[config.mk]
export PLATFORM = sky130hd
export DESIGN_NAME = capture_mc
export DESIGN_NICKNAME = d
export VERILOG_FILES = /design/src/rtl/capture_pkg.sv /design/src/rtl/capture_channel.sv /design/src/rtl/capture_mc.sv
export SDC_FILE = /design/constraint.sdc
export NUM_CORES = 1
export LEC_CHECK = 0
export CAP_MARGIN = 10
export CORE_MARGIN = 8
export CORE_UTILIZATION = 40
export DETAILED_ROUTE_END_ITERATION = 7
export GPL_TIMING_DRIVEN = 0
export HOLD_SLACK_MARGIN = 0.12
export PLACE_DENSITY = 0.72
export SLEW_MARGIN = 0
export SYNTH_ARGS = -nofsm -noshare
export SYNTH_HDL_FRONTEND = slang
export SYNTH_SLANG_ARGS = --single-unit
export TNS_END_PERCENT = 50
[constraint.sdc]
create_clock -name clk -period 1.8 [get_ports clk]
set_clock_uncertainty 0.1 [all_clocks]
set_input_delay 0.36 -clock clk [delete_from_list [all_inputs] [get_ports clk]]
set_output_delay 0.36 -clock clk [all_outputs]
set_load 0.1 [all_outputs]
[src/rtl/capture_pkg.sv]
// Shared definitions for the multi-channel pulse-width capture block:
// channel FSM encodings and the channel-index width helper.
package capture_pkg;

    localparam logic [1:0] ARM  = 2'd0;
    localparam logic [1:0] IDLE = 2'd1;
    localparam logic [1:0] MEAS = 2'd2;
    localparam logic [1:0] HOLD = 2'd3;

    function automatic int ch_width(input int n);
        return (n <= 1) ? 1 : $clog2(n);
    endfunction

endpackage

[src/rtl/capture_channel.sv]
// One capture channel: input synchroniser, rise detect, ARM/IDLE/MEAS/HOLD FSM
// and saturating high-time counter. Timeout abort is built with CAPTURE_TIMEOUT_EN.
module capture_channel
    import capture_pkg::*;
#(
    parameter int CNT_W       = 16,
    parameter int SYNC_STAGES = 2,
    parameter int TIMEOUT     = 'hFFFF
) (
    input  logic             clk,
    input  logic             rst,
    input  logic             cap_signal,
    input  logic             enable,
    input  logic             grant,
    output logic             hold,
    output logic             busy,
    output logic [CNT_W-1:0] cnt,
    output logic             ovf,
    output logic             tmo
);

    localparam logic [CNT_W-1:0] CNT_MAX   = '1;
    localparam logic [CNT_W-1:0] TMO_LIMIT = CNT_W'(TIMEOUT);
`ifdef CAPTURE_TIMEOUT_EN
    localparam bit TMO_EN = 1'b1;
`else
    localparam bit TMO_EN = 1'b0;
`endif

    logic [SYNC_STAGES-1:0] sync_reg;
    logic [SYNC_STAGES-1:0] vld_reg;
    logic                   s_d_reg;
    logic                   s;
    logic                   sync_ok;
    logic                   rise;
    logic                   tmo_hit;
    logic [1:0]             state_reg, state_next;
    logic [CNT_W-1:0]       cnt_reg, cnt_next;
    logic                   ovf_reg, ovf_next;
    logic                   tmo_reg, tmo_next;

    // vld_reg marks when s reflects a sample taken after reset, so a line held
    // high through reset is not mistaken for a low line while the chain refills.
    always_ff @(posedge clk or negedge rst) begin
        if (!rst) begin
            sync_reg <= '0;
            vld_reg  <= '0;
            s_d_reg  <= 1'b0;
        end else begin
            sync_reg <= {sync_reg[SYNC_STAGES-2:0], cap_signal};
            vld_reg  <= {vld_reg[SYNC_STAGES-2:0], 1'b1};
            s_d_reg  <= s;
        end
    end

    assign s       = sync_reg[SYNC_STAGES-1];
    assign sync_ok = vld_reg[SYNC_STAGES-1];
    assign rise    = s & ~s_d_reg;
    assign tmo_hit = TMO_EN && (cnt_reg == TMO_LIMIT);

    always_comb begin
        state_next = state_reg;
        cnt_next   = cnt_reg;
        ovf_next   = ovf_reg;
        tmo_next   = tmo_reg;
        case (state_reg)
            ARM: begin
                if (enable && sync_ok && !s) state_next = IDLE;
            end
            IDLE: begin
                if (!enable) begin
                    state_next = ARM;
                end else if (rise) begin
                    state_next = MEAS;
                    cnt_next   = CNT_W'(1);
                    ovf_next   = 1'b0;
                    tmo_next   = 1'b0;
                end
            end
            MEAS: begin
                if (!enable) begin
                    state_next = ARM;
                end else if (!s) begin
                    state_next = HOLD;
                end else if (tmo_hit) begin
                    state_next = HOLD;
                    tmo_next   = 1'b1;
                end else if (cnt_reg == CNT_MAX) begin
                    ovf_next = 1'b1;
                end else begin
                    cnt_next = cnt_reg + 1'b1;
                end
            end
            HOLD: begin
                // Result is frozen here; edges and enable are ignored until granted.
                if (grant) state_next = ARM;
            end
            default: state_next = ARM;
        endcase
    end

    always_ff @(posedge clk or negedge rst) begin
        if (!rst) begin
            state_reg <= ARM;
            cnt_reg   <= '0;
            ovf_reg   <= 1'b0;
            tmo_reg   <= 1'b0;
        end else begin
            state_reg <= state_next;
            cnt_reg   <= cnt_next;
            ovf_reg   <= ovf_next;
            tmo_reg   <= tmo_next;
        end
    end

    assign hold = (state_reg == HOLD);
    assign busy = (state_reg == MEAS);
    assign cnt  = cnt_reg;
    assign ovf  = ovf_reg;
    assign tmo  = tmo_reg;

endmodule

[src/rtl/capture_mc.sv]
// Multi-channel high-time capture: CHANNELS capture_channel instances, a
// round-robin arbiter and one valid/ready result register. Timeout: CAPTURE_TIMEOUT_EN.
module capture_mc
    import capture_pkg::*;
#(
    parameter int  CHANNELS    = 4,
    parameter int  CNT_W       = 16,
    parameter int  SYNC_STAGES = 2,
    parameter int  TIMEOUT     = 'hFFFF,
    localparam int CH_W        = ch_width(CHANNELS)
) (
    input  logic                clk,
    input  logic                rst,
    input  logic [CHANNELS-1:0] cap_signal,
    input  logic [CHANNELS-1:0] enable,
    output logic                out_valid,
    input  logic                out_ready,
    output logic [CH_W-1:0]     out_ch,
    output logic [CNT_W-1:0]    out_cnt,
    output logic                out_ovf,
    output logic                out_tmo,
    output logic [CHANNELS-1:0] busy
);

    logic [CHANNELS-1:0] ch_hold;
    logic [CHANNELS-1:0] ch_ovf;
    logic [CHANNELS-1:0] ch_tmo;
    logic [CHANNELS-1:0] grant;
    logic [CNT_W-1:0]    ch_cnt [CHANNELS];

    logic [CH_W-1:0]  ptr_reg, ptr_next;
    logic [CH_W-1:0]  win;
    logic [CH_W-1:0]  idx;
    logic             any_hold;
    logic             load;
    logic             out_valid_reg;
    logic [CH_W-1:0]  out_ch_reg;
    logic [CNT_W-1:0] out_cnt_reg;
    logic             out_ovf_reg;
    logic             out_tmo_reg;

    genvar gi;
    generate
        for (gi = 0; gi < CHANNELS; gi++) begin : g_ch
            capture_channel #(
                .CNT_W      (CNT_W),
                .SYNC_STAGES(SYNC_STAGES),
                .TIMEOUT    (TIMEOUT)
            ) u_ch (
                .clk       (clk),
                .rst       (rst),
                .cap_signal(cap_signal[gi]),
                .enable    (enable[gi]),
                .grant     (grant[gi]),
                .hold      (ch_hold[gi]),
                .busy      (busy[gi]),
                .cnt       (ch_cnt[gi]),
                .ovf       (ch_ovf[gi]),
                .tmo       (ch_tmo[gi])
            );
        end
    endgenerate

    // Scan downward so the last hit written is the nearest one at/after ptr_reg.
    always_comb begin
        any_hold = 1'b0;
        win      = '0;
        idx      = '0;
        for (int i = CHANNELS - 1; i >= 0; i--) begin
            if (int'(ptr_reg) + i >= CHANNELS) idx = CH_W'(int'(ptr_reg) + i - CHANNELS);
            else                               idx = CH_W'(int'(ptr_reg) + i);
            if (ch_hold[idx]) begin
                any_hold = 1'b1;
                win      = idx;
            end
        end
    end

    assign load = !out_valid_reg || out_ready;

    always_comb begin
        grant = '0;
        if (load && any_hold) grant[win] = 1'b1;
        if (win == CH_W'(CHANNELS - 1)) ptr_next = '0;
        else                            ptr_next = win + 1'b1;
    end

    always_ff @(posedge clk or negedge rst) begin
        if (!rst) begin
            out_valid_reg <= 1'b0;
            out_ch_reg    <= '0;
            out_cnt_reg   <= '0;
            out_ovf_reg   <= 1'b0;
            out_tmo_reg   <= 1'b0;
            ptr_reg       <= '0;
        end else if (load) begin
            out_valid_reg <= any_hold;
            if (any_hold) begin
                out_ch_reg  <= win;
                out_cnt_reg <= ch_cnt[win];
                out_ovf_reg <= ch_ovf[win];
                out_tmo_reg <= ch_tmo[win];
                ptr_reg     <= ptr_next;
            end
        end
    end

    assign out_valid = out_valid_reg;
    assign out_ch    = out_ch_reg;
    assign out_cnt   = out_cnt_reg;
    assign out_ovf   = out_ovf_reg;
    assign out_tmo   = out_tmo_reg;

endmodule

==> results.yml <==
final_layout:
  diodes: 0
  stdcell_area_um2: 8390
  instances_no_fill: 933
  fill_cells: 1239
  drive_above_1_share: 0.372
  multi_input_area_um2: 3810
  fin_nets: 756
  final-seq-area_um2: 2840
  area_growth_pct: 39.0
  largest_register_ffs: 64
yosys:
  synth_warnings: 0
  synth_area_leaders: "dfrtp_1, nor2_1, mux2i_1, o21ai_0, xnor2_1"
  syn_inst: 638
  ys_ff_latch: 112
  yosysTopAreaCell: "dfrtp_1"
  yosysMostFrequentCell: "dfrtp_1"
  synthTopCellsByCount: "dfrtp_1, nor2_1, nand2_1, o21ai_0, nand3_1"
  ys_seq_area_frac: 0.464
  syn-cell-area_um2: 6040
  synth_enable_flop_cells: 0
  syn_nets: 654
  synth_top_cell_area_share: 0.464
  synth_cell_types: 69
  async_reset_ff_frac: 1.00
  syn_area_per_cell_um2: 9.46
  synth_ff_type: "dfrtp_1"
global_routing:
  overflow: 0
  grt_pass1_wl_um: 27000
  grt_use_total: 0.172
  antenna_found_initial: 0
  grt_max_degree: 94
  grt_pass1_vias: 5212
floorplanning:
  io_pins: 36
  die_w_um: 139
  rows: 45
  initial_core_util: 0.403
  fp.dieH_um: 139
  die-area_um2: 19300
  core_um2: 15000
critical_path:
  startpoint_type: "flip-flop"
  path_class: "reg -> reg"
  crit_start: "g_ch[0].u_ch.state_reg[1]"
  cp-end-kind: "flip-flop"
  cp.arrival_ps: 2210
  crit_path_max_fanout: 5
  worstPathRequired_ps: 1970
  r2r_end: "g_ch[0].u_ch.cnt[5]"
  endpoint: "g_ch[0].u_ch.cnt[5]"
  worstRegToRegCells: 6
  rrSetupSlack_ps: -240
  rr_startpoint: "g_ch[0].u_ch.state_reg[1]"
sta:
  tightestPinTransition_ps: 556
  setup_ws_ps: -237
  fin_crit_ps: 2040
  period_share: 1.13
  finalMaxSlewViolations: 0
  fmax_mhz: 491
  relSlewSlack: 0.631
  fin_hold_ws_ps: 251
  setup_viol: 67
  rsz0062_at_grt: "true"
  final_hold_viol_count: 0
clock_network:
  cts-root-buf: "clkbuf_16"
  numCtsBuffers: 9
  clockBufferDepth: 2
  clkSinkCount: 112
  clk_latency_ps: 360
  h-tree-depth: 3
  cts_tree: "done"
  clk_transition_reported_paths_ps: 70
placement:
  io_buffers: 34
  place_congestion: 0.889
  hpwlAfterDp_um: 11100
  place_area_um2: 6690
  placed_cells: 861
flow_run:
  max_cap_viol_count: 0
drt:
  drtAntennaViolNets: 0
  vias_per_cell: 5.80
  vias: 5415
  routed_wl_um: 17500
  post_drt_wl_per_cell_um: 18.8
  drc: 0
  initialDrtViolationCount: 397
  firstDrtPassIters: 5
power_and_ir_drop:
  p_leak_nw: 3.46
  peakVddDrop_mv: 0.608
  power_density_nw_per_um2: 975
  swShare: 0.435
  sequentialPowerShare: 0.408
  intPower_mw: 4.63
  switchingPower_mw: 3.56
  pwr-share-clk: 0.231
  p_comb_frac: 0.361
  total_power_mw: 8.18
status:
  violations: "negative setup slack"
  status: "finished, violations left"
worst_hold_path:
  min_path_type: "reg -> reg"
  hold_depth: 0
[placed cells by master (no fill, tap or decap), types with 6 or more instances in the layout]
cell type / netlist / routed
nand4_1: 18 / 18
nor2_1: 80 / 76
mux2i_2: 0 / 8
clkdlybuf4s50_1: 0 / 9
nand3_1: 28 / 22
a21oi_1: 18 / 11
clkbuf_16: 0 / 10
nand2_1: 45 / 38
inv_1: 22 / 19
o21ai_1: 2 / 17
o211ai_1: 9 / 9
buf_4: 6 / 46
nor2b_1: 6 / 6
and3_1: 11 / 8
dfrtp_1: 112 / 85
a221oi_2: 0 / 10
nor3_4: 0 / 8
buf_12: 0 / 6
buf_2: 3 / 12
buf_6: 0 / 23
xnor2_1: 22 / 22
xor2_1: 18 / 18
mux2i_1: 21 / 11
clkdlybuf4s18_2: 0 / 6
nor3_2: 2 / 6
o22ai_1: 20 / 19
dfrtp_2: 0 / 27
o21ai_0: 39 / 22
or3_4: 1 / 6
[critical path, cell delays in order, from the launching register on]
cell and delay, ps:
dfrtp_2 450, or3b_4 430, a211oi_4 340, buf_6 170, o2111ai_2 130, xor2_1 170
nor2_1 160
[area by class of cell]
type	count	share of cell area
plain buffers	21	0.0236
flip-flops and latches	112	0.338
inverters	23	0.0112
multi-input cells	476	0.453
repair buffers	97	0.113
well taps	188	0.0280
clock buffers	10	0.0285
clock inverters	6	0.00417
[kinds of logic (layout without fill, tap and decap cells)]
kind of cell | count (synthesis) | in the layout | share of synthesized area
AOI/OAI and AO/OA | 154 | 154 | 0.180
xor gates and xnor gates | 40 | 40 | 0.0580
adders and majority gates | 5 | 5 | 0.0104
buffers and inverters | 51 | 157 | 0.0361
DFF | 112 | 112 | 0.464
muxes | 21 | 21 | 0.0348
other | 2 | 2 | 0.00124
and+or+nand+nor | 253 | 254 | 0.215
[per-layer routing]
| layer | vias up | track usage | share of wire | routed length (um) |
|---|---|---|---|---|
| li1 | 2536 | - | - | - |
| met1 | 2720 | 0.214 | 0.43 | 7570 |
| met2 | 131 | 0.292 | 0.51 | 8900 |
| met3 | 28 | 0.0320 | 0.036 | 630 |
| met4 | 0 | 0.0653 | 0.024 | 417 |
| met5 | - | 0 | 0 | 0 |
[power groups by stage]
stage | logic [mW] | registers, mW | clock network [mW]
6_report | 2.96 | 3.34 | 1.89
5_1_grt | 3.11 | 3.39 | 2.01
4_1_cts | 2.87 | 3.28 | 1.93
3_5_place_dp | 2.82 | 3.32 | 0
3_3_place_gp | 2.79 | 3.32 | 0
2_1_floorplan | 0.704 | 4.64 | 0
[worst min-delay path by stage]
| stage | from | end |
|---|---|---|
| floorplan | rst | g_ch[0].u_ch.cnt[0] |
| global placement | g_ch[3].u_ch.vld_reg[0] | g_ch[0].u_ch.vld_reg[1] |
| detailed placement | rst | g_ch[1].u_ch.state_reg[0] |
| CTS | g_ch[1].u_ch.sync_reg[0] | g_ch[1].u_ch.sync_reg[1] |
| global route | g_ch[1].u_ch.sync_reg[0] | g_ch[1].u_ch.sync_reg[1] |
| finish | g_ch[1].u_ch.sync_reg[0] | g_ch[1].u_ch.sync_reg[1] |
[through the flow]
stage	utilization	TNS (ps)	setup WS (ps)
after detailed placement	0.446	-41270	-755
after global placement	0.445	-501410	-4540
after global routing	0.560	-12260	-292
after CTS	0.510	-9670	-279
final	0.560	-6980	-237
after floorplan	-	-842	-110
[timing repair]
action / CTS / global route
cloned: 2 / 2
pin swaps: 34 / 64
resized for setup: 218 / 159
hold endpoints to repair: 19 / 0
hold buffers: 1 / 0
setup endpoints to repair: 120 / 107
buffers inserted: 26 / 32
Power figures use the tool's default switching activity.
